$ cat config.mk
export PLATFORM = sky130hd
export DESIGN_NAME = gpr_access_ctrl_flat
export DESIGN_NICKNAME = d
export VERILOG_FILES = /design/src/rtl/gpr_access_ctrl_pkg.sv /design/src/rtl/gpr_access_ctrl_if.sv /design/src/rtl/gpr_access_ctrl_clear_seq.sv /design/src/rtl/gpr_access_ctrl.sv /design/src/flat_wrapper.sv
export SDC_FILE = /design/constraint.sdc
export NUM_CORES = 1
export LEC_CHECK = 0
export CAP_MARGIN = 15
export CORE_ASPECT_RATIO = 0.8
export CORE_MARGIN = 2
export CORE_UTILIZATION = 30
export DETAILED_ROUTE_END_ITERATION = 8
export PLACE_DENSITY = 0.76
export SLEW_MARGIN = 20
export SYNTH_ARGS = -nofsm -noshare
export SYNTH_HDL_FRONTEND = slang
export SYNTH_SLANG_ARGS = --single-unit
$ cat constraint.sdc
create_clock -name clk -period 2.3 [get_ports clk]
set_clock_uncertainty 0.15 [all_clocks]
set_input_delay 0.46 -clock clk [delete_from_list [all_inputs] [get_ports clk]]
set_output_delay 0.46 -clock clk [all_outputs]
set_load 0.01 [all_outputs]
$ cat src/rtl/gpr_access_ctrl_pkg.sv
// Shared types and constants for the GPR access controller: FSM encodings,
// active-low enable levels, default widths and the slot-availability helper.
package gpr_access_ctrl_pkg;

    localparam int DEF_ADDR_W       = 5;
    localparam int DEF_DATA_W       = 32;
    localparam int DEF_REG_NUM      = 32;
    localparam int DEF_STARVE_LIMIT = 8;

    localparam logic ENABLE_      = 1'b0;
    localparam logic DISABLE_     = 1'b1;
    localparam logic RESET_ENABLE = 1'b0;

    typedef enum logic [1:0] {
        ST_IDLE  = 2'd0,
        ST_WAIT  = 2'd1,
        ST_ACK   = 2'd2,
        ST_CLEAR = 2'd3
    } state_e;

    // A write steals an idle write port; a read steals an unused read port 1.
    function automatic logic slot_free(input logic rw, input logic pipe_we_n,
                                       input logic pipe_rd1_used);
        logic free_s;
        if (rw) begin
            free_s = (pipe_we_n == DISABLE_);
        end else begin
            free_s = ~pipe_rd1_used;
        end
        return free_s;
    endfunction

endpackage

$ cat src/rtl/gpr_access_ctrl_if.sv
// Debug/host handshake and clear-all control bundle between a host (master)
// and the GPR access controller (slave).
interface gpr_access_ctrl_if #(
    parameter int ADDR_W = 5,
    parameter int DATA_W = 32
) ();

    logic              dbg_req;
    logic              dbg_rw;
    logic [ADDR_W-1:0] dbg_addr;
    logic [DATA_W-1:0] dbg_wdata;
    logic              dbg_ack;
    logic [DATA_W-1:0] dbg_rdata;
    logic              clr_req;
    logic              clr_busy;

    modport master (
        output dbg_req, dbg_rw, dbg_addr, dbg_wdata, clr_req,
        input  dbg_ack, dbg_rdata, clr_busy
    );

    modport slave (
        input  dbg_req, dbg_rw, dbg_addr, dbg_wdata, clr_req,
        output dbg_ack, dbg_rdata, clr_busy
    );

endinterface

$ cat src/rtl/gpr_access_ctrl_clear_seq.sv
// Clear-all index generator: walks idx from 0 to REG_NUM-1 once per start pulse.
module gpr_clear_seq
    import gpr_access_ctrl_pkg::*;
#(
    parameter int ADDR_W  = DEF_ADDR_W,
    parameter int REG_NUM = DEF_REG_NUM
) (
    input  logic              clk,
    input  logic              reset,
    input  logic              start,
    output logic              busy,
    output logic              last,
    output logic [ADDR_W-1:0] idx
);

    localparam logic [ADDR_W-1:0] LAST_IDX = ADDR_W'(REG_NUM - 1);

    logic              busy_q, busy_d;
    logic [ADDR_W-1:0] idx_q, idx_d;

    // Next index and busy flag.
    always_comb begin
        busy_d = busy_q;
        idx_d  = idx_q;
        if (busy_q) begin
            if (idx_q == LAST_IDX) begin
                busy_d = 1'b0;
                idx_d  = {ADDR_W{1'b0}};
            end else begin
                busy_d = 1'b1;
                idx_d  = idx_q + ADDR_W'(1);
            end
        end else if (start) begin
            busy_d = 1'b1;
            idx_d  = {ADDR_W{1'b0}};
        end else begin
            busy_d = 1'b0;
            idx_d  = {ADDR_W{1'b0}};
        end
    end

    // Sequencer state registers.
    always_ff @(posedge clk) begin
        if (reset == RESET_ENABLE) begin
            busy_q <= 1'b0;
            idx_q  <= {ADDR_W{1'b0}};
        end else begin
            busy_q <= busy_d;
            idx_q  <= idx_d;
        end
    end

    assign busy = busy_q;
    assign idx  = idx_q;
    assign last = busy_q && (idx_q == LAST_IDX);

endmodule

$ cat src/rtl/gpr_access_ctrl.sv
// Shares the GPR file between the pipeline and a debug host: steals idle
// port-1 / write-port cycles, forces a stall on starvation, and runs clear-all.
module gpr_access_ctrl
    import gpr_access_ctrl_pkg::*;
#(
    parameter int ADDR_W       = DEF_ADDR_W,
    parameter int DATA_W       = DEF_DATA_W,
    parameter int REG_NUM      = DEF_REG_NUM,
    parameter int STARVE_LIMIT = DEF_STARVE_LIMIT
) (
    input  logic              clk,
    input  logic              reset,
    input  logic [ADDR_W-1:0] pipe_rd_addr_0,
    input  logic [ADDR_W-1:0] pipe_rd_addr_1,
    input  logic              pipe_rd1_used,
    input  logic              pipe_we_,
    input  logic [ADDR_W-1:0] pipe_wr_addr,
    input  logic [DATA_W-1:0] pipe_wr_data,
    output logic              pipe_stall,
    gpr_access_ctrl_if.slave  dbg,
    output logic [ADDR_W-1:0] gpr_rd_addr_0,
    output logic [ADDR_W-1:0] gpr_rd_addr_1,
    input  logic [DATA_W-1:0] gpr_rd_data_1,
    output logic              gpr_we_,
    output logic [ADDR_W-1:0] gpr_wr_addr,
    output logic [DATA_W-1:0] gpr_wr_data
);

    localparam int                STARVE_W = $clog2(STARVE_LIMIT + 1);
    localparam logic [STARVE_W-1:0] STARVE_MAX = STARVE_W'(STARVE_LIMIT);

    state_e              state_q, state_d;
    logic [STARVE_W-1:0] starve_q, starve_d;
    logic                stall_q, stall_d;
    logic                ack_q, ack_d;
    logic                busy_q, busy_d;
    logic [DATA_W-1:0]   rdata_q, rdata_d;

    logic              dbg_pend_s;
    logic              clr_start_s;
    logic              grant_s;
    logic              seq_busy_s;
    logic              seq_last_s;
    logic [ADDR_W-1:0] seq_idx_s;

    gpr_clear_seq #(
        .ADDR_W  (ADDR_W),
        .REG_NUM (REG_NUM)
    ) u_clear_seq (
        .clk   (clk),
        .reset (reset),
        .start (clr_start_s),
        .busy  (seq_busy_s),
        .last  (seq_last_s),
        .idx   (seq_idx_s)
    );

    // Request qualification; clear-all takes priority over a same-cycle debug request.
    always_comb begin
        dbg_pend_s  = dbg.dbg_req && !ack_q &&
                      ((state_q == ST_IDLE) || (state_q == ST_WAIT));
        clr_start_s = dbg.clr_req && (state_q == ST_IDLE);
        grant_s     = dbg_pend_s && !clr_start_s &&
                      slot_free(dbg.dbg_rw, pipe_we_, pipe_rd1_used);
    end

    // GPR port mux: clear writes, then granted debug access, else the pipeline.
    always_comb begin
        gpr_rd_addr_0 = pipe_rd_addr_0;
        gpr_rd_addr_1 = pipe_rd_addr_1;
        gpr_we_       = pipe_we_;
        gpr_wr_addr   = pipe_wr_addr;
        gpr_wr_data   = pipe_wr_data;
        if (state_q == ST_CLEAR) begin
            gpr_we_     = ENABLE_;
            gpr_wr_addr = seq_idx_s;
            gpr_wr_data = {DATA_W{1'b0}};
        end else if (grant_s) begin
            if (dbg.dbg_rw) begin
                gpr_we_     = ENABLE_;
                gpr_wr_addr = dbg.dbg_addr;
                gpr_wr_data = dbg.dbg_wdata;
            end else begin
                gpr_rd_addr_1 = dbg.dbg_addr;
            end
        end else begin
            gpr_we_ = pipe_we_;
        end
    end

    // FSM next state, starvation counter and registered outputs.
    always_comb begin
        state_d  = state_q;
        starve_d = starve_q;
        stall_d  = stall_q;
        ack_d    = 1'b0;
        busy_d   = busy_q;
        rdata_d  = rdata_q;
        case (state_q)
            ST_IDLE, ST_WAIT: begin
                if (clr_start_s) begin
                    state_d  = ST_CLEAR;
                    starve_d = {STARVE_W{1'b0}};
                    stall_d  = 1'b1;
                    busy_d   = 1'b1;
                end else if (grant_s) begin
                    state_d  = ST_ACK;
                    starve_d = {STARVE_W{1'b0}};
                    stall_d  = 1'b0;
                    ack_d    = 1'b1;
                    if (!dbg.dbg_rw) begin
                        rdata_d = gpr_rd_data_1;
                    end else begin
                        rdata_d = rdata_q;
                    end
                end else if (dbg_pend_s) begin
                    state_d  = ST_WAIT;
                    starve_d = (starve_q == STARVE_MAX) ? starve_q
                                                        : starve_q + STARVE_W'(1);
                    stall_d  = (starve_d == STARVE_MAX);
                end else begin
                    state_d  = ST_IDLE;
                    starve_d = {STARVE_W{1'b0}};
                    stall_d  = 1'b0;
                end
            end
            ST_ACK: begin
                state_d  = ST_IDLE;
                starve_d = {STARVE_W{1'b0}};
                stall_d  = 1'b0;
            end
            ST_CLEAR: begin
                // Pending debug requests simply wait here; the counter does not move.
                if (seq_last_s || !seq_busy_s) begin
                    state_d = ST_IDLE;
                    stall_d = 1'b0;
                    busy_d  = 1'b0;
                end else begin
                    stall_d = 1'b1;
                    busy_d  = 1'b1;
                end
            end
            default: begin
                state_d  = ST_IDLE;
                starve_d = {STARVE_W{1'b0}};
                stall_d  = 1'b0;
                busy_d   = 1'b0;
            end
        endcase
    end

    // Controller state registers with synchronous active-low reset.
    always_ff @(posedge clk) begin
        if (reset == RESET_ENABLE) begin
            state_q  <= ST_IDLE;
            starve_q <= {STARVE_W{1'b0}};
            stall_q  <= 1'b0;
            ack_q    <= 1'b0;
            busy_q   <= 1'b0;
            rdata_q  <= {DATA_W{1'b0}};
        end else begin
            state_q  <= state_d;
            starve_q <= starve_d;
            stall_q  <= stall_d;
            ack_q    <= ack_d;
            busy_q   <= busy_d;
            rdata_q  <= rdata_d;
        end
    end

    assign pipe_stall    = stall_q;
    assign dbg.dbg_ack   = ack_q;
    assign dbg.dbg_rdata = rdata_q;
    assign dbg.clr_busy  = busy_q;

endmodule

$ cat src/flat_wrapper.sv
// flat-port wrapper written by rule: the top's interface ports become plain ports
module gpr_access_ctrl_flat import gpr_access_ctrl_pkg::*;
#(
    parameter int ADDR_W       = DEF_ADDR_W,
    parameter int DATA_W       = DEF_DATA_W,
    parameter int REG_NUM      = DEF_REG_NUM,
    parameter int STARVE_LIMIT = DEF_STARVE_LIMIT
)
  (clk, reset, pipe_rd_addr_0, pipe_rd_addr_1, pipe_rd1_used, pipe_we_, pipe_wr_addr, pipe_wr_data, pipe_stall, gpr_rd_addr_0, gpr_rd_addr_1, gpr_rd_data_1, gpr_we_, gpr_wr_addr, gpr_wr_data, dbg_dbg_req, dbg_dbg_rw, dbg_dbg_addr, dbg_dbg_wdata, dbg_clr_req, dbg_dbg_ack, dbg_dbg_rdata, dbg_clr_busy);
  gpr_access_ctrl_if #(.ADDR_W(ADDR_W), .DATA_W(DATA_W)) dbg_i ();
  input  logic clk;
  input  logic reset;
  input  logic [ADDR_W-1:0] pipe_rd_addr_0;
  input  logic [ADDR_W-1:0] pipe_rd_addr_1;
  input  logic pipe_rd1_used;
  input  logic pipe_we_;
  input  logic [ADDR_W-1:0] pipe_wr_addr;
  input  logic [DATA_W-1:0] pipe_wr_data;
  output logic pipe_stall;
  output logic [ADDR_W-1:0] gpr_rd_addr_0;
  output logic [ADDR_W-1:0] gpr_rd_addr_1;
  input  logic [DATA_W-1:0] gpr_rd_data_1;
  output logic gpr_we_;
  output logic [ADDR_W-1:0] gpr_wr_addr;
  output logic [DATA_W-1:0] gpr_wr_data;
  input wire logic [$bits(dbg_i.dbg_req)-1:0] dbg_dbg_req;
  input wire logic [$bits(dbg_i.dbg_rw)-1:0] dbg_dbg_rw;
  input wire logic [$bits(dbg_i.dbg_addr)-1:0] dbg_dbg_addr;
  input wire logic [$bits(dbg_i.dbg_wdata)-1:0] dbg_dbg_wdata;
  input wire logic [$bits(dbg_i.clr_req)-1:0] dbg_clr_req;
  output wire logic [$bits(dbg_i.dbg_ack)-1:0] dbg_dbg_ack;
  output wire logic [$bits(dbg_i.dbg_rdata)-1:0] dbg_dbg_rdata;
  output wire logic [$bits(dbg_i.clr_busy)-1:0] dbg_clr_busy;
  assign dbg_i.dbg_req = dbg_dbg_req;
  assign dbg_i.dbg_rw = dbg_dbg_rw;
  assign dbg_i.dbg_addr = dbg_dbg_addr;
  assign dbg_i.dbg_wdata = dbg_dbg_wdata;
  assign dbg_i.clr_req = dbg_clr_req;
  assign dbg_dbg_ack = dbg_i.dbg_ack;
  assign dbg_dbg_rdata = dbg_i.dbg_rdata;
  assign dbg_clr_busy = dbg_i.clr_busy;
  gpr_access_ctrl #(.ADDR_W(ADDR_W), .DATA_W(DATA_W), .REG_NUM(REG_NUM), .STARVE_LIMIT(STARVE_LIMIT)) u_core (.clk(clk), .reset(reset), .pipe_rd_addr_0(pipe_rd_addr_0), .pipe_rd_addr_1(pipe_rd_addr_1), .pipe_rd1_used(pipe_rd1_used), .pipe_we_(pipe_we_), .pipe_wr_addr(pipe_wr_addr), .pipe_wr_data(pipe_wr_data), .pipe_stall(pipe_stall), .dbg(dbg_i), .gpr_rd_addr_0(gpr_rd_addr_0), .gpr_rd_addr_1(gpr_rd_addr_1), .gpr_rd_data_1(gpr_rd_data_1), .gpr_we_(gpr_we_), .gpr_wr_addr(gpr_wr_addr), .gpr_wr_data(gpr_wr_data));
endmodule
* Yosys cells after proc, flatten, opt, wreduce, memory -nomap -nowiden *
Index checks and enable logic that the tools add are counted.

operators by class
  equal/unequal tests = 8
  mux-type cells = 34
  bitwise gates (word level) = 6
  reductions and logical operators = 19
  $add $sub $neg = 2

operators with widths
  operator             count
  $mux 32              3
  $mux 5               6
  $mux 4               4
  $mux 1               14
  $eq 4x4->1 const B   2
  $pmux 4 s2           1
  $logic_and 1x1->1    6
  $mux 2               3
  $not 1->1            6
  $pmux 2 s3           1
  $reduce_or 3->1      2
  $add 5x1->5 const B  1
  $eq 5x5->1 const B   1
  $add 4x1->4 const B  1
  $eq 2x2->1 const B   2
  $reduce_and 4->1     1
  $reduce_bool 2->1    2
  $logic_not 1->1      3
  $pmux 1 s3           1
  $eq 2x1->1 const B   1
  $logic_not 2->1      1
  $logic_or 1x1->1     2
  $ne 2x1->1 const B   1
  $ne 2x2->1 const B   1
  3 further kinds      3

word-level totals
  bits in registers = 47
  output and inout port bits = 83
  logic and storage cells = 77

* Depth between registers and ports, before layout *
Gate-level depths: netlist of the first run.

  word-level depth = 8
  gate-level depth with buffers = 7
  mapped depth without buffers = 7

* Cells and area by module *
From an unflattened synthesis of the first run, not the netlist that was laid out.

unflattened totals
  cells, all modules = 369
  area, all modules = 2617.5 µm²

by module, submodules not included
  module           times used  seq. area each (µm²)  area each (µm²)  cells each
  gpr_access_ctrl  1           820.8                 2359.8           346
  gpr_clear_seq    1           120.1                 257.7            23

* Worst setup path before layout of the first run *
No wires, ideal clock.

  path kind = input-to-output
  from = in dbg_dbg_req
  to = out gpr_wr_data[10]
  path buffers = 2
  arrival = 1.660 ns
  path slack = 0.030 ns
  cell stages on the path = 6
  required time = 1.690 ns
  cells stage by stage = or3b_4 or3_4 buf_6 buf_6 nand2_1 a21oi_1

on the way
  longest elaborated chain between the ends = 6

ends and longest elaborated chain
  what                            line                   RTL
  start, declared                 flat_wrapper.sv:26     input wire logic [$bits(dbg_i.dbg_req)-1:0] dbg_dbg_req;
  $logic_and 1x1->1 (2 in a row)  gpr_access_ctrl.sv:60  dbg_pend_s = dbg.dbg_req && !ack_q &&
  $logic_and 1x1->1 (2 in a row)  gpr_access_ctrl.sv:63  grant_s = dbg_pend_s && !clr_start_s &&
  $mux 32                         gpr_access_ctrl.sv:78  end else if (grant_s) begin
  $mux 32                         gpr_access_ctrl.sv:74  if (state_q == ST_CLEAR) begin
  end, declared                   flat_wrapper.sv:25     output logic [DATA_W-1:0] gpr_wr_data;

Every way passes these cells.

* Worst setup path in the final report of the first run *
  from = reg u_core.ack_q, in the netlist u_core.dbg.dbg_ack
  to = out gpr_wr_data[7]

on the way
  longest elaborated chain between the ends = 7

ends and longest elaborated chain
  what                            line                    RTL
  start, declared                 gpr_access_ctrl.sv:35   logic ack_q, ack_d;
  start signal, assigned          gpr_access_ctrl.sv:165  ack_q <= ack_d;
  $logic_not 1->1                 gpr_access_ctrl.sv:60
  $logic_and 1x1->1 (2 in a row)  gpr_access_ctrl.sv:60
  $logic_and 1x1->1 (2 in a row)  gpr_access_ctrl.sv:63
  $mux 32                         gpr_access_ctrl.sv:78
  $mux 32                         gpr_access_ctrl.sv:74

Every way passes these cells.

==> results of run 1 <==
[worst max path at each step]
stage / from / end / cells after the start
after floorplan: dbg_dbg_req / gpr_wr_data[10] / 6
after global placement: dbg_dbg_req / gpr_we_ / 5
after detailed placement: dbg_dbg_req / gpr_wr_data[14] / 6
after CTS: u_core.state_q[1] / gpr_wr_data[7] / 9
after global routing: u_core.dbg.dbg_ack / gpr_wr_data[15] / 8
final: u_core.dbg.dbg_ack / gpr_wr_data[7] / 7
[stage by stage]
step | utilization [%] | area [um2] | total power [W] | hold slack, ps
after floorplan | - | 2540 | 0.00114 | 280
after global placement | 57.4 | 4630 | 0.00158 | 292
after detailed placement | 57.4 | 4630 | 0.00159 | 296
after CTS | 60.7 | 4890 | 0.00206 | 308
after global routing | 61.0 | 4910 | 0.00217 | 330
final | 61.0 | 4910 | 0.00205 | 308
[state kept, by name (all words and copies together) (netlist names)]
name	count
u_core.dbg.dbg_rdata	32
u_core.u_clear_seq.idx	5
u_core.starve_q	4
u_core.state_q	2
u_core.dbg.clr_busy	1
u_core.dbg.dbg_ack	1
u_core.pipe_stall	1
u_core.u_clear_seq.busy	1
[layout by cell type (no fill, tap or decap), drive strengths merged, types with 2 or more instances in the layout]
cell	netlist	layout
nor2	8	8
dlygate4sd2	0	4
inv	3	3
nand3	15	15
a31oi	2	2
dfxtp	47	47
and3	5	5
nor4	2	2
clkdlybuf4s50	0	147
clkbuf	13	11
or3	1	2
nand2b	2	2
a21oi	69	69
ha	4	4
xor2	2	2
nand2	161	161
nor2b	6	6
buf	17	83
[metal layers]
metal  up-vias  GRT usage, %  share of wire, %
li1       1664             -                 -
met1      1552          29.6                43
met2       111          39.5                48
met3        12          5.64               7.4
met4         0          6.49               1.3
met5         -             0                 0
[worst reg2reg max path, cell delays in order (launching register included)]
cell and delay (ps):
dfxtp_1 350, ha_1 230, and3_1 190, ha_1 200
nor2b_1 200, nand2_1 160, o32a_1 280, o41ai_1 100
[power groups by stage]
| stage | logic [W] | clock network [W] | registers (W) |
|---|---|---|---|
| 2_1_floorplan | 0.000249 | 0 | 0.000888 |
| 3_3_place_gp | 0.000702 | 0 | 0.000878 |
| 3_5_place_dp | 0.000713 | 0 | 0.000879 |
| 4_1_cts | 0.000711 | 0.000490 | 0.000860 |
| 5_1_grt | 0.000781 | 0.000524 | 0.000866 |
| 6_report | 0.000728 | 0.000464 | 0.000862 |
[cells by family (layout without fill, tap and decap cells)]
| family | after synthesis | after routing | synth area share (%) |
|---|---|---|---|
| xor+xnor | 3 | 3 | 1.03 |
| flops | 47 | 47 | 37.0 |
| mux | 1 | 1 | 0.394 |
| simple gates | 209 | 210 | 35.2 |
| compound gates | 78 | 78 | 16.5 |
| buf+inv | 33 | 249 | 7.93 |
| fa+ha+maj | 4 | 4 | 1.97 |
[final cells by class]
type                       count  area, um2
fill                         729       3140
timing repair buffer         238       2210
multi-input combinational    296       1530
clock inverter                 1       5.00
tap                          108        135
clock buffer                   7       76.3
sequential                    47        943
inverter                       3       11.3
[timing repair]
| action | 4_1_cts | 5_1_grt |
|---|---|---|
| pin swaps | 8 | 14 |
| buffers inserted | 18 | 3 |
| gates cloned | 5 | 0 |
| gates resized for setup | 191 | 40 |
| setup endpoints to repair | 43 | 43 |
| hold buffers | 0 | 0 |
==> results.toml, run 1 <==
[synth]
postSynthNetCount = 502
synth_largest_type_area_fraction_pct = 37.0
post-synth-top-area-cell = "dfxtp_1"
synth_warn = 0
synth_enable_flop_cells = 0
synthesis.area_per_instance_um2 = 6.77
synth.yosys.seq_area_share_pct = 37.0
netlist_instances = 375
library_cell_with_the_highest_instance_count_after_synthesis = "nand2_1"
netlist_area_mm2 = 0.00254
synthFlopType = "dfxtp_1"
ys_types = 36
synth_async_sr_flop_share_pct = 0
netlist_top_cells_count = "nand2_1, a21oi_1, dfxtp_1"
ys_top_cells_by_area = "dfxtp_1, nand2_1, a21oi_1"
postSynthRegisterBits = 47

[hold_path]
startpoint_of_the_lowest_slack_hold_path = "u_core.dbg.dbg_rdata[20]"
timing.hold.worst_path_depth = 2
timing.hold.worst.class = "reg2reg"
worst_hold_path.endpoint = "u_core.dbg.dbg_rdata[20]"

[outcome]
outcome = "complete, but fails checks"
failed_checks = "setup timing"

[power_and_ir_drop]
p_seq_share_pct = 41.9
clock_network_fraction_of_total_power_pct = 22.6
power.switching_fraction_pct = 28.4
power-per-cell-area_mw_per_mm2 = 418
net_switching_component_of_the_power_w = 0.000582
total_leakage_power_nw = 2.03
power_report.internal_total_w = 0.00147
power.combinational.fraction_pct = 35.4
irDropWorstVdd_uv = 218

[setup_path]
cp_slowest_stage_delay_ps = 410
critical_path.reg2reg.startpoint = "u_core.u_clear_seq.idx[0]"
timing.critical_path.cells = "or3b_4 > buf_4 > or3_4 > buf_12 > nand2_1 > a21oi_2 > buf_2"
slowest_stage = "or3b_4"
worst-setup-path-type = "reg2out"
cp_top_family = "simple AND/OR/NAND/NOR gates"
critPathRequiredTime_ps = 1690
crit_fanout = 9
timing.critical_path.to_type = "output port"
reg2reg_to = "u_core.pipe_stall"
reg2reg_slack_ps = 320
critical_path_arrival_ps = 1990
critical_path.startpoint_type = "flip-flop"
worst_r2r_path_depth = 7
cp_num_buf_inv = 3

[sta]
report.final.hold_viol_count = 0
timing.final.max_slew_violations = 0
relative_slew_slack_pct = 64.4
period_utilisation_layout_pct = 113
finalSetupViolations = 38
rsz0062_at_grt = "true"
totalNegativeSetupSlack_ps = -10250
max_freq_mhz = 384
worstMarginPinSlew_ps = 527
final_critical_path_setup_slack_ps = -301
final_period_minus_worst_setup_slack_ps = 2600

[routing]
routed_wirelength_um = 10900
post_drt_via_cell_ratio = 4.77
detailedRoute.firstPassIterationCount = 4
drc_errors = 0
drtAntennaViolNets = 0
route.vias.total = 3339
drt_first_iter_violations = 150
avgRoutedWirePerCell_um = 15.5

[run]
max_capacitance_violation_count = 0

[floorplan]
floorplan.rows = 29
core_mm2 = 0.00806
die_w_um = 107
ioPinCount = 206
initial_core_util_pct = 31.5
design.die.area_mm2 = 0.00922
die_y_um = 86.3

[cells_and_area]
layout.nets = 718
finish.cell_count_without_fillers = 700
n_antenna_cell = 0
share_of_cells_above_drive_strength_1_pct = 22.3
area_delta_synth_final_pct = 93.4

[cts]
clk_latency_ps = 280
clkSinkCount = 47
cts_made_buffers = 5
h_tree_levels = 2
tritoncts = "done"
clock_transition_at_the_register_clock_pins_on_the_worst_setup_and_hold_paths_after_cts_ps = 80
cts_max_path_buffers = 2
cts.root.buffer_cell = "clkbuf_8"

[placement]
dpl.hpwl_um = 7750
placedCellCount = 670
globalplace.congestion = 0.882
io_buffers = 195
place_ws_ps = -978

[global_routing]
grt_use_total_pct = 23.2
vias_in_the_first_global_route = 3485
grt_remaining_overflow = 0
antenna_found_initial = 0
wire_length_of_the_first_global_routing_pass_um = 17200
pin_count_of_the_biggest_net_entering_global_routing = 33
No activity file was read; power rests on OpenSTA's default activity.
==> run 2: changes to the inputs <==
Settings changed: CELL_PAD_IN_SITES_DETAIL_PLACEMENT set to 1, CELL_PAD_IN_SITES_GLOBAL_PLACEMENT set to 1, CORE_UTILIZATION 30 to 19.
==> results.toml, run 2 (same netlist as run 1, synthesis figures left out) <==
[cts]
cts_max_path_buffers = 2
clock_transition_at_the_register_clock_pins_on_the_worst_setup_and_hold_paths_after_cts_ps = 70
cts.root.buffer_cell = "clkbuf_16"
tritoncts = "done"
cts_made_buffers = 5
cts-hold-fix-buffers = 0
clk_latency_ps = 290
h_tree_levels = 2
clkSinkCount = 47

[setup_path]
reg2reg_slack_ps = 250
critical_path_arrival_ps = 1970
critPathRequiredTime_ps = 1690
worst-setup-path-type = "reg2out"
cp_slowest_stage_delay_ps = 440
critical_path.reg2reg.startpoint = "u_core.u_clear_seq.idx[0]"
crit_fanout = 7
critical_path.startpoint_type = "flip-flop"
timing.critical_path.to_type = "output port"
timing.critical_path.cells = "or3b_4 > nor3_4 > buf_12 > clkbuf_16 > nand2_4 > a21oi_2 > buf_2"
reg2reg_to = "u_core.pipe_stall"
worst_r2r_path_depth = 7
slowest_stage = "or3b_4"

[floorplan]
design.die.area_mm2 = 0.0143
ioPinCount = 206
die_y_um = 107
initial_core_util_pct = 19.6
core_mm2 = 0.0130
floorplan.rows = 37
die_w_um = 133

[hold_path]
timing.hold.worst_path_depth = 2
timing.hold.worst.class = "reg2reg"
worst_hold_path.endpoint = "u_core.dbg.dbg_rdata[29]"
startpoint_of_the_lowest_slack_hold_path = "u_core.dbg.dbg_rdata[29]"

[global_routing]
wire_length_of_the_first_global_routing_pass_um = 19700
grt_use_total_pct = 17.2
grt_remaining_overflow = 0
antenna_found_initial = 0
vias_in_the_first_global_route = 3722
pin_count_of_the_biggest_net_entering_global_routing = 33

[placement]
placedCellCount = 740
io_buffers = 195
globalplace.congestion = 0.841
dpl.hpwl_um = 9140

[sta]
final_period_minus_worst_setup_slack_ps = 2580
relative_slew_slack_pct = 65.0
rsz0062_at_grt = "true"
final_critical_path_setup_slack_ps = -279
timing.final.max_slew_violations = 0
worstMarginPinSlew_ps = 519
max_freq_mhz = 388
report.final.hold_viol_count = 0
period_utilisation_layout_pct = 112
finalSetupViolations = 38
worst_hold_slack_ps = 303
totalNegativeSetupSlack_ps = -8990

[run]
max_capacitance_violation_count = 0

[cells_and_area]
layout.filler_cells = 1541
final_cell_mix = "clkdlybuf4s50_1, nand2_1, dfxtp_1"
finish.cell_count_without_fillers = 763
mostFrequentLayoutCell = "clkdlybuf4s50_1"
area_delta_synth_final_pct = 112
layout.nets = 714
n_antenna_cell = 0
share_of_cells_above_drive_strength_1_pct = 32.1
number_of_flip_flops_in_the_largest_register = 32

[power_and_ir_drop]
irDropWorstVdd_uv = 235
post-layout-total-power_w = 0.00240
power-per-cell-area_mw_per_mm2 = 447
total_leakage_power_nw = 2.23

[outcome]
failed_checks = "setup timing"
outcome = "complete, but fails checks"

[routing]
post_drt_via_cell_ratio = 4.49
avgRoutedWirePerCell_um = 17.3
routed_wirelength_um = 13200
route.vias.total = 3426
drt_first_iter_violations = 70
detailedRoute.firstPassIterationCount = 4
drtAntennaViolNets = 0
drc_errors = 0
## run 2: how the worst max path moves through the flow
stage | from | slack [ps] | endpoint | cells after the start
finish | u_core.dbg.dbg_ack | -280 | gpr_wr_data[9] | 7
floorplan | dbg_dbg_req | 30 | gpr_wr_data[10] | 6
CTS | u_core.state_q[1] | -270 | gpr_wr_addr[0] | 6
detailed placement | dbg_dbg_req | -1030 | gpr_wr_addr[0] | 6
global placement | dbg_dbg_req | -940 | gpr_we_ | 5
global route | u_core.dbg.dbg_ack | -330 | gpr_wr_data[9] | 7
## run 2: per-stage QoR
stage | area, um2 | setup slack, ps | util, %
2_1_floorplan | 2540 | 30.1 | -
3_3_place_gp | 4730 | -943 | 36.5
3_5_place_dp | 4730 | -1030 | 36.5
4_1_cts | 5020 | -266 | 38.7
5_1_grt | 5380 | -328 | 41.5
6_report | 5380 | -279 | 41.5
## run 2: power breakdown
group          switching (W)  total [W]  internal, W  leakage, nW
Clock               0.000321   0.000729     0.000408       0.0675
Sequential         0.0000187   0.000863     0.000844        0.382
Combinational       0.000372   0.000812     0.000440         1.78
## run 2: worst max-delay path: cells and delay by family (launching register included)
kind / cells / cell delay, ps
simple gates: 3 / 720
buf+inv: 3 / 490
flops: 1 / 320
compound gates: 1 / 150
## run 2: final cells by class
class,instances,area [um2],share of cell area (%)
multi-input cells,298,1890,35.1
repair buffers,232,2170,40.4
clock buffers,6,129,2.40
inverters,3,11.3,0.209
clock inverters,2,16.3,0.302
flip-flops and latches,47,942,17.5
well taps,175,219,4.07
## run 2: what timing repair did
| item | 4_1_cts | 5_1_grt |
|---|---|---|
| gates cloned | 5 | 2 |
| gates resized for setup | 221 | 98 |
| setup endpoints to repair | 43 | 43 |
| pin swaps | 18 | 56 |
| buffers inserted | 9 | 1 |
## run 2: routing by layer
metal	GRT usage (%)	share of wire, %
met3	6.17	7.8
met5	0	0
met1	19.6	40
met2	31.1	51
met4	3.72	0.83
==> run 3: changes to the inputs <==
Settings changed: PLACE_DENSITY 0.76 to 0.74, SYNTH_HIERARCHICAL set to 1, TNS_END_PERCENT set to 30.
==> results.toml, run 3 <==
[power_and_ir_drop]
clock_network_fraction_of_total_power_pct = 31.5
power.combinational.fraction_pct = 32.0
power_report.internal_total_w = 0.00171
net_switching_component_of_the_power_w = 0.000646
power.switching_fraction_pct = 27.4
irDropWorstVdd_uv = 238
total_leakage_power_nw = 2.19
power-per-cell-area_mw_per_mm2 = 430
post-layout-total-power_w = 0.00236
p_seq_share_pct = 36.5

[floorplan]
core_mm2 = 0.0135
die_w_um = 135
die_y_um = 109
design.die.area_mm2 = 0.0147
ioPinCount = 206
floorplan.rows = 38
initial_core_util_pct = 19.4

[setup_path]
reg2reg_slack_ps = 270
critical_path_arrival_ps = 1810
crit_fanout = 5
startpoint = "u_core/state_q[1]"
critical_path.reg2reg.startpoint = "u_core/state_q[1]"
critical_path.startpoint_type = "flip-flop"
timing.critical_path.to_type = "output port"
worst-setup-path-type = "reg2out"
critPathRequiredTime_ps = 1690

[placement]
globalplace.congestion = 0.779
io_buffers = 195
dpl_cell_area_mm2 = 0.00480
dpl.hpwl_um = 8670
place_ws_ps = -744

[cells_and_area]
area_delta_synth_final_pct = 109
layout.nets = 712
design_area_mm2 = 0.00548
final_cell_mix = "clkdlybuf4s50_1, nand2_1, dfxtp_1"
number_of_flip_flops_in_the_largest_register = 32
layout.filler_cells = 1596
mostFrequentLayoutCell = "clkdlybuf4s50_1"
multi_input_comb_area_mm2 = 0.00178
share_of_cells_above_drive_strength_1_pct = 28.0
regArea_um2 = 943
n_antenna_cell = 0

[cts]
tritoncts = "done"
h_tree_levels = 2
cts-hold-fix-buffers = 0
clock_transition_at_the_register_clock_pins_on_the_worst_setup_and_hold_paths_after_cts_ps = 70
cts.root.buffer_cell = "clkbuf_16"
clk_latency_ps = 290
clkSinkCount = 47
cts_made_buffers = 5
cts_max_path_buffers = 2

[routing]
drtAntennaViolNets = 0
routed_wirelength_um = 13200
drt_first_iter_violations = 97
route.vias.total = 3347
drc_errors = 0
detailedRoute.firstPassIterationCount = 4
post_drt_via_cell_ratio = 4.37
avgRoutedWirePerCell_um = 17.2

[synth]
netlist_top_cells_count = "nand2_1, dfxtp_1, a21oi_1"
post-synth-top-area-cell = "dfxtp_1"
postSynthNetCount = 496
synth_enable_flop_cells = 0
ys_types = 38
synthesis.area_per_instance_um2 = 7.09
netlist_instances = 369
netlist_area_mm2 = 0.00262
library_cell_with_the_highest_instance_count_after_synthesis = "nand2_1"
synth.yosys.seq_area_share_pct = 35.9
synth_async_sr_flop_share_pct = 0
synthFlopType = "dfxtp_1"
synth_warn = 6
ys_top_cells_by_area = "dfxtp_1, nand2_1, a21oi_1"
synth_largest_type_area_fraction_pct = 35.9
postSynthRegisterBits = 47

[global_routing]
use_met3_pct = 3.53
globalRouteMet2Util_pct = 31.0
grt-busiest-layer = "met2"
vias_in_the_first_global_route = 3575
grt_use_total_pct = 17.1
wire_length_of_the_first_global_routing_pass_um = 19500
gr-usage-met1_pct = 21.2
grt_remaining_overflow = 0
pin_count_of_the_biggest_net_entering_global_routing = 32
antenna_found_initial = 0

[sta]
period_utilisation_layout_pct = 105
rsz0062_at_grt = "true"
final_period_minus_worst_setup_slack_ps = 2420
final_critical_path_setup_slack_ps = -117
relative_slew_slack_pct = 72.9
timing.final.max_slew_violations = 0
worst_hold_slack_ps = 303
finalSetupViolations = 40
worstMarginPinSlew_ps = 407
report.final.hold_viol_count = 0
max_freq_mhz = 414

[outcome]
failed_checks = "setup timing"
outcome = "complete, but fails checks"

[hold_path]
startpoint_of_the_lowest_slack_hold_path = "u_core/dbg.dbg_rdata[0]"
timing.hold.worst.class = "reg2reg"

[run]
max_capacitance_violation_count = 0
## run 3: cell count changes in the layout (fill, tap and decap cells not counted), sizes merged, moves of 3 or more
| cell | change |
|---|---|
| a21boi | +33 |
| a21oi | -25 |
| and2 | +5 |
| buf | +4 |
| clkdlybuf4s15 | +3 |
| nand2 | -8 |
| nand3 | -12 |
| or3 | -4 |
## run 3: power groups by stage
stage	sequential [W]	combinational (W)	clock, W
after detailed placement	0.000877	0.000675	0
after floorplan	0.000883	0.000226	0
after global placement	0.000875	0.000660	0
final	0.000860	0.000754	0.000742
after global routing	0.000862	0.000804	0.000808
after CTS	0.000859	0.000736	0.000774
## run 3: through the flow
stage | std cells | util [%] | setup TNS [ps]
final | 766 | 40.6 | -2780
after floorplan | 369 | - | 0
after detailed placement | 736 | 35.6 | -34440
after global placement | 736 | 35.6 | -29710
after global routing | 766 | 40.6 | -5450
after CTS | 769 | 40.3 | -4860
## run 3: final timing paths
path,to,depth (start not counted)
worst max-delay path,gpr_wr_data[1],8
worst min-delay path,u_core/dbg.dbg_rdata[0],2
worst max register to register,u_core/dbg.dbg_rdata[11],8
worst min register to register,u_core/dbg.dbg_rdata[0],2
## run 3: repair_timing
action | in CTS | in global routing
gates cloned | 12 | 0
gates resized for setup | 242 | 40
buffers inserted | 14 | 2
endpoints found under the setup margin | 43 | 47
pin swaps | 26 | 18
## run 3: final cells by class
| cell class | count | share of cell area, % |
|---|---|---|
| inverter | 4 | 0.274 |
| sequential | 47 | 17.2 |
| multi-input combinational | 290 | 32.4 |
| clock inverter | 1 | 0.160 |
| tap | 180 | 4.11 |
| timing repair buffer | 237 | 43.2 |
| clock buffer | 7 | 2.60 |
## run 3: layer usage
| layer | routed length (um) | part of all wire [%] | up-vias |
|---|---|---|---|
| li1 | - | - | 1643 |
| met1 | 5750 | 44 | 1616 |
| met2 | 6820 | 52 | 77 |
| met3 | 554 | 4.2 | 11 |
| met4 | 88 | 0.67 | 0 |
| met5 | 0 | 0 | - |
## run 3: critical path, cell delays in order, from the launching register on
cell and delay (ps):
dfxtp_2 340, nor3b_4 220, and4_4 280, buf_8 130, buf_12 110, buf_16 120
nand2_4 40, a21oi_2 120, buf_2 150
## run 3: kinds of logic after synthesis
| logic type | count (synthesis) | share of synthesized area (%) |
|---|---|---|
| flip-flops | 47 | 35.9 |
| AO/OA/AOI/OAI | 88 | 20.8 |
| buffers and inverters | 32 | 7.36 |
| adder cells (fa/ha/maj) | 4 | 1.91 |
| multiplexers | 1 | 0.382 |
| AND/OR/NAND/NOR | 194 | 32.6 |
| XOR/XNOR | 3 | 1.00 |
==> edit, RTL diff (flow settings as in run 1) <==
`DEF_ADDR_W`: 5 -> 4.
--- a/src/rtl/gpr_access_ctrl_pkg.sv
+++ b/src/rtl/gpr_access_ctrl_pkg.sv
@@ -4,3 +4,3 @@
 
-    localparam int DEF_ADDR_W       = 5;
+    localparam int DEF_ADDR_W       = 4;
     localparam int DEF_DATA_W       = 32;
Ports: changed (7 resized); port bits go from 206 to 199. The function was not compared with the original's and may differ.
==> edit against run 1 <==
- the run still ends with setup timing left
- sequential cell count decreased by 1
- non-clock buffer count decreased by 9
- utilization decreased by 1.9 points
- fmax increased by 9.5%
- cell area increased by 2.0%
- synthesized area increased by 3.2%
- worst hold slack got worse by 0.0061 ns
- count of clock-buffer cells in the layout unchanged
- setup slack improved by 0.23 ns
- critical path depth increased by 2
- total power increased by 5.7%
- wire length decreased by 8.6%
==> edit: results (changes against run 1) <==
metric;value;unit;change
total nets after synthesis;481;;-4.2%
routability cong.;0.939;;+6.4%
maximum number of pins on one net before global-route repair;37;;+12%
sequential share of the synthesized area;35.1;%;-1.9 points
met3 wirelength from detailed routing;545;um;-32%
gate count of the mapped netlist;359;;-4.3%
postcts setup bufs;5;;-13
static leakage power;1.99;nW;-1.8%
internal power;1.57;mW;+6.8%
worst voltage drop across the vdd grid;0.250;mV;+14%
final standard cell count with taps included and fillers excluded;681;;-2.7%
met3 Usage GRT;4.46;%;-1.2 points
global-route wire length before repair;14800;um;-14%
initial drt markers;119;;-21%
met1 usage in global routing;24.8;%;-4.8 points
DP Cell Count;660;;-1.5%
Crit path max-delay family;buffers and inverters;;
setup ws final;-0.0759;ns;+0.225 ns
top cells by area in the synthesized netlist;dfxtp_1 (35%), nand2_1 (19%), a21oi_2 (9.0%), a21oi_1 (7.6%), nand2_2 (4.8%);;
final net count;690;;-3.9%
Routed WL;9940;um;-8.6%
number of failing setup endpoints in the final timing report;26;;-32%
CP arrival;1.77;ns;-0.22 ns
total of warnings raised by yosys;0;;unchanged
HPWL after DPL;7390;um;-4.7%
Placement Setup Slack;-0.674;ns;+0.305 ns
Least-Margin Pin Slew;0.385;ns;-0.142 ns
violations in the final reports;setup timing;;
most numerous cell types in the synthesized netlist;nand2_1 (135), dfxtp_1 (46), a21oi_1 (40);;
met2 wire len;4990;um;-4.3%
met2 Use GR;33.0;%;-6.5 points
number of global-route vias before repair;3015;;-13%
total global routing track utilization;19.2;%;-4.1 points
synth unique cells;39;;+8.3%
count of buffers inserted at the top-level ports;190;;-2.6%
mean number of vias per cell;4.67;;-2.2%
Post-Place Cell Area;0.00469;mm^2;+1.4%
crit path max-delay cell type;nor3b_4;;
Resize count post-CTS;146;;-24%
routed metal-1 wire length;4210;um;-10%
status;complete, but fails checks;;
==> edit: cell types whose count changed in the layout (fill, tap and decap cells not counted), moves of 4 or more <==
cell / run 1 / this run
a21oi_1: 61 / 35
a21oi_2: 8 / 32
buf_4: 26 / 22
clkbuf_2: 4 / 0
nand2_1: 145 / 110
nand2_2: 14 / 31
nand2_4: 2 / 14
nand3_1: 12 / 7
==> edit: path summary, 6_finish.rpt <==
path | start | depth (start not counted) | slack [ns] | end
max | dbg_dbg_req | 9 | -0.08 | gpr_wr_data[28]
min | u_core.u_clear_seq.busy$_SDFF_PN0_ | 1 | 0.30 | u_core.u_clear_seq.busy$_SDFF_PN0_
max reg2reg | u_core.starve_q[0]$_SDFFE_PN0P_ | 6 | 0.49 | u_core.pipe_stall$_SDFF_PN0_
min reg2reg | u_core.u_clear_seq.busy$_SDFF_PN0_ | 1 | 0.30 | u_core.u_clear_seq.busy$_SDFF_PN0_
==> edit: logic make-up (layout without fill, tap and decap cells) <==
group,Yosys count,in the layout,synth area share (%)
AO/OA/AOI/OAI,79,79,19.9
XOR/XNOR,3,3,1.00
buffers and inverters,31,241,8.45
adder cells (fa/ha/maj),3,3,1.43
flip-flops,46,46,35.1
AND/OR/NAND/NOR,197,197,34.1
==> edit: power by group through the flow <==
stage                     combinational, mW  clock (mW)  sequential [mW]
after floorplan                       0.270           0            0.874
after global placement                0.720           0            0.864
after detailed placement              0.729           0            0.866
after CTS                             0.681       0.608            0.848
after global routing                  0.791       0.651            0.852
final                                 0.740       0.584            0.848
==> edit: layout make-up <==
type | count | area, um^2
Clock buffer | 7 | 76.3
Sequential cell | 46 | 923
Multi-Input combinational cell | 282 | 1690
Fill cell | 751 | 3470
Timing Repair Buffer | 229 | 2130
Inverter | 4 | 15.0
Tap cell | 112 | 140
Clock inverter | 1 | 30.0
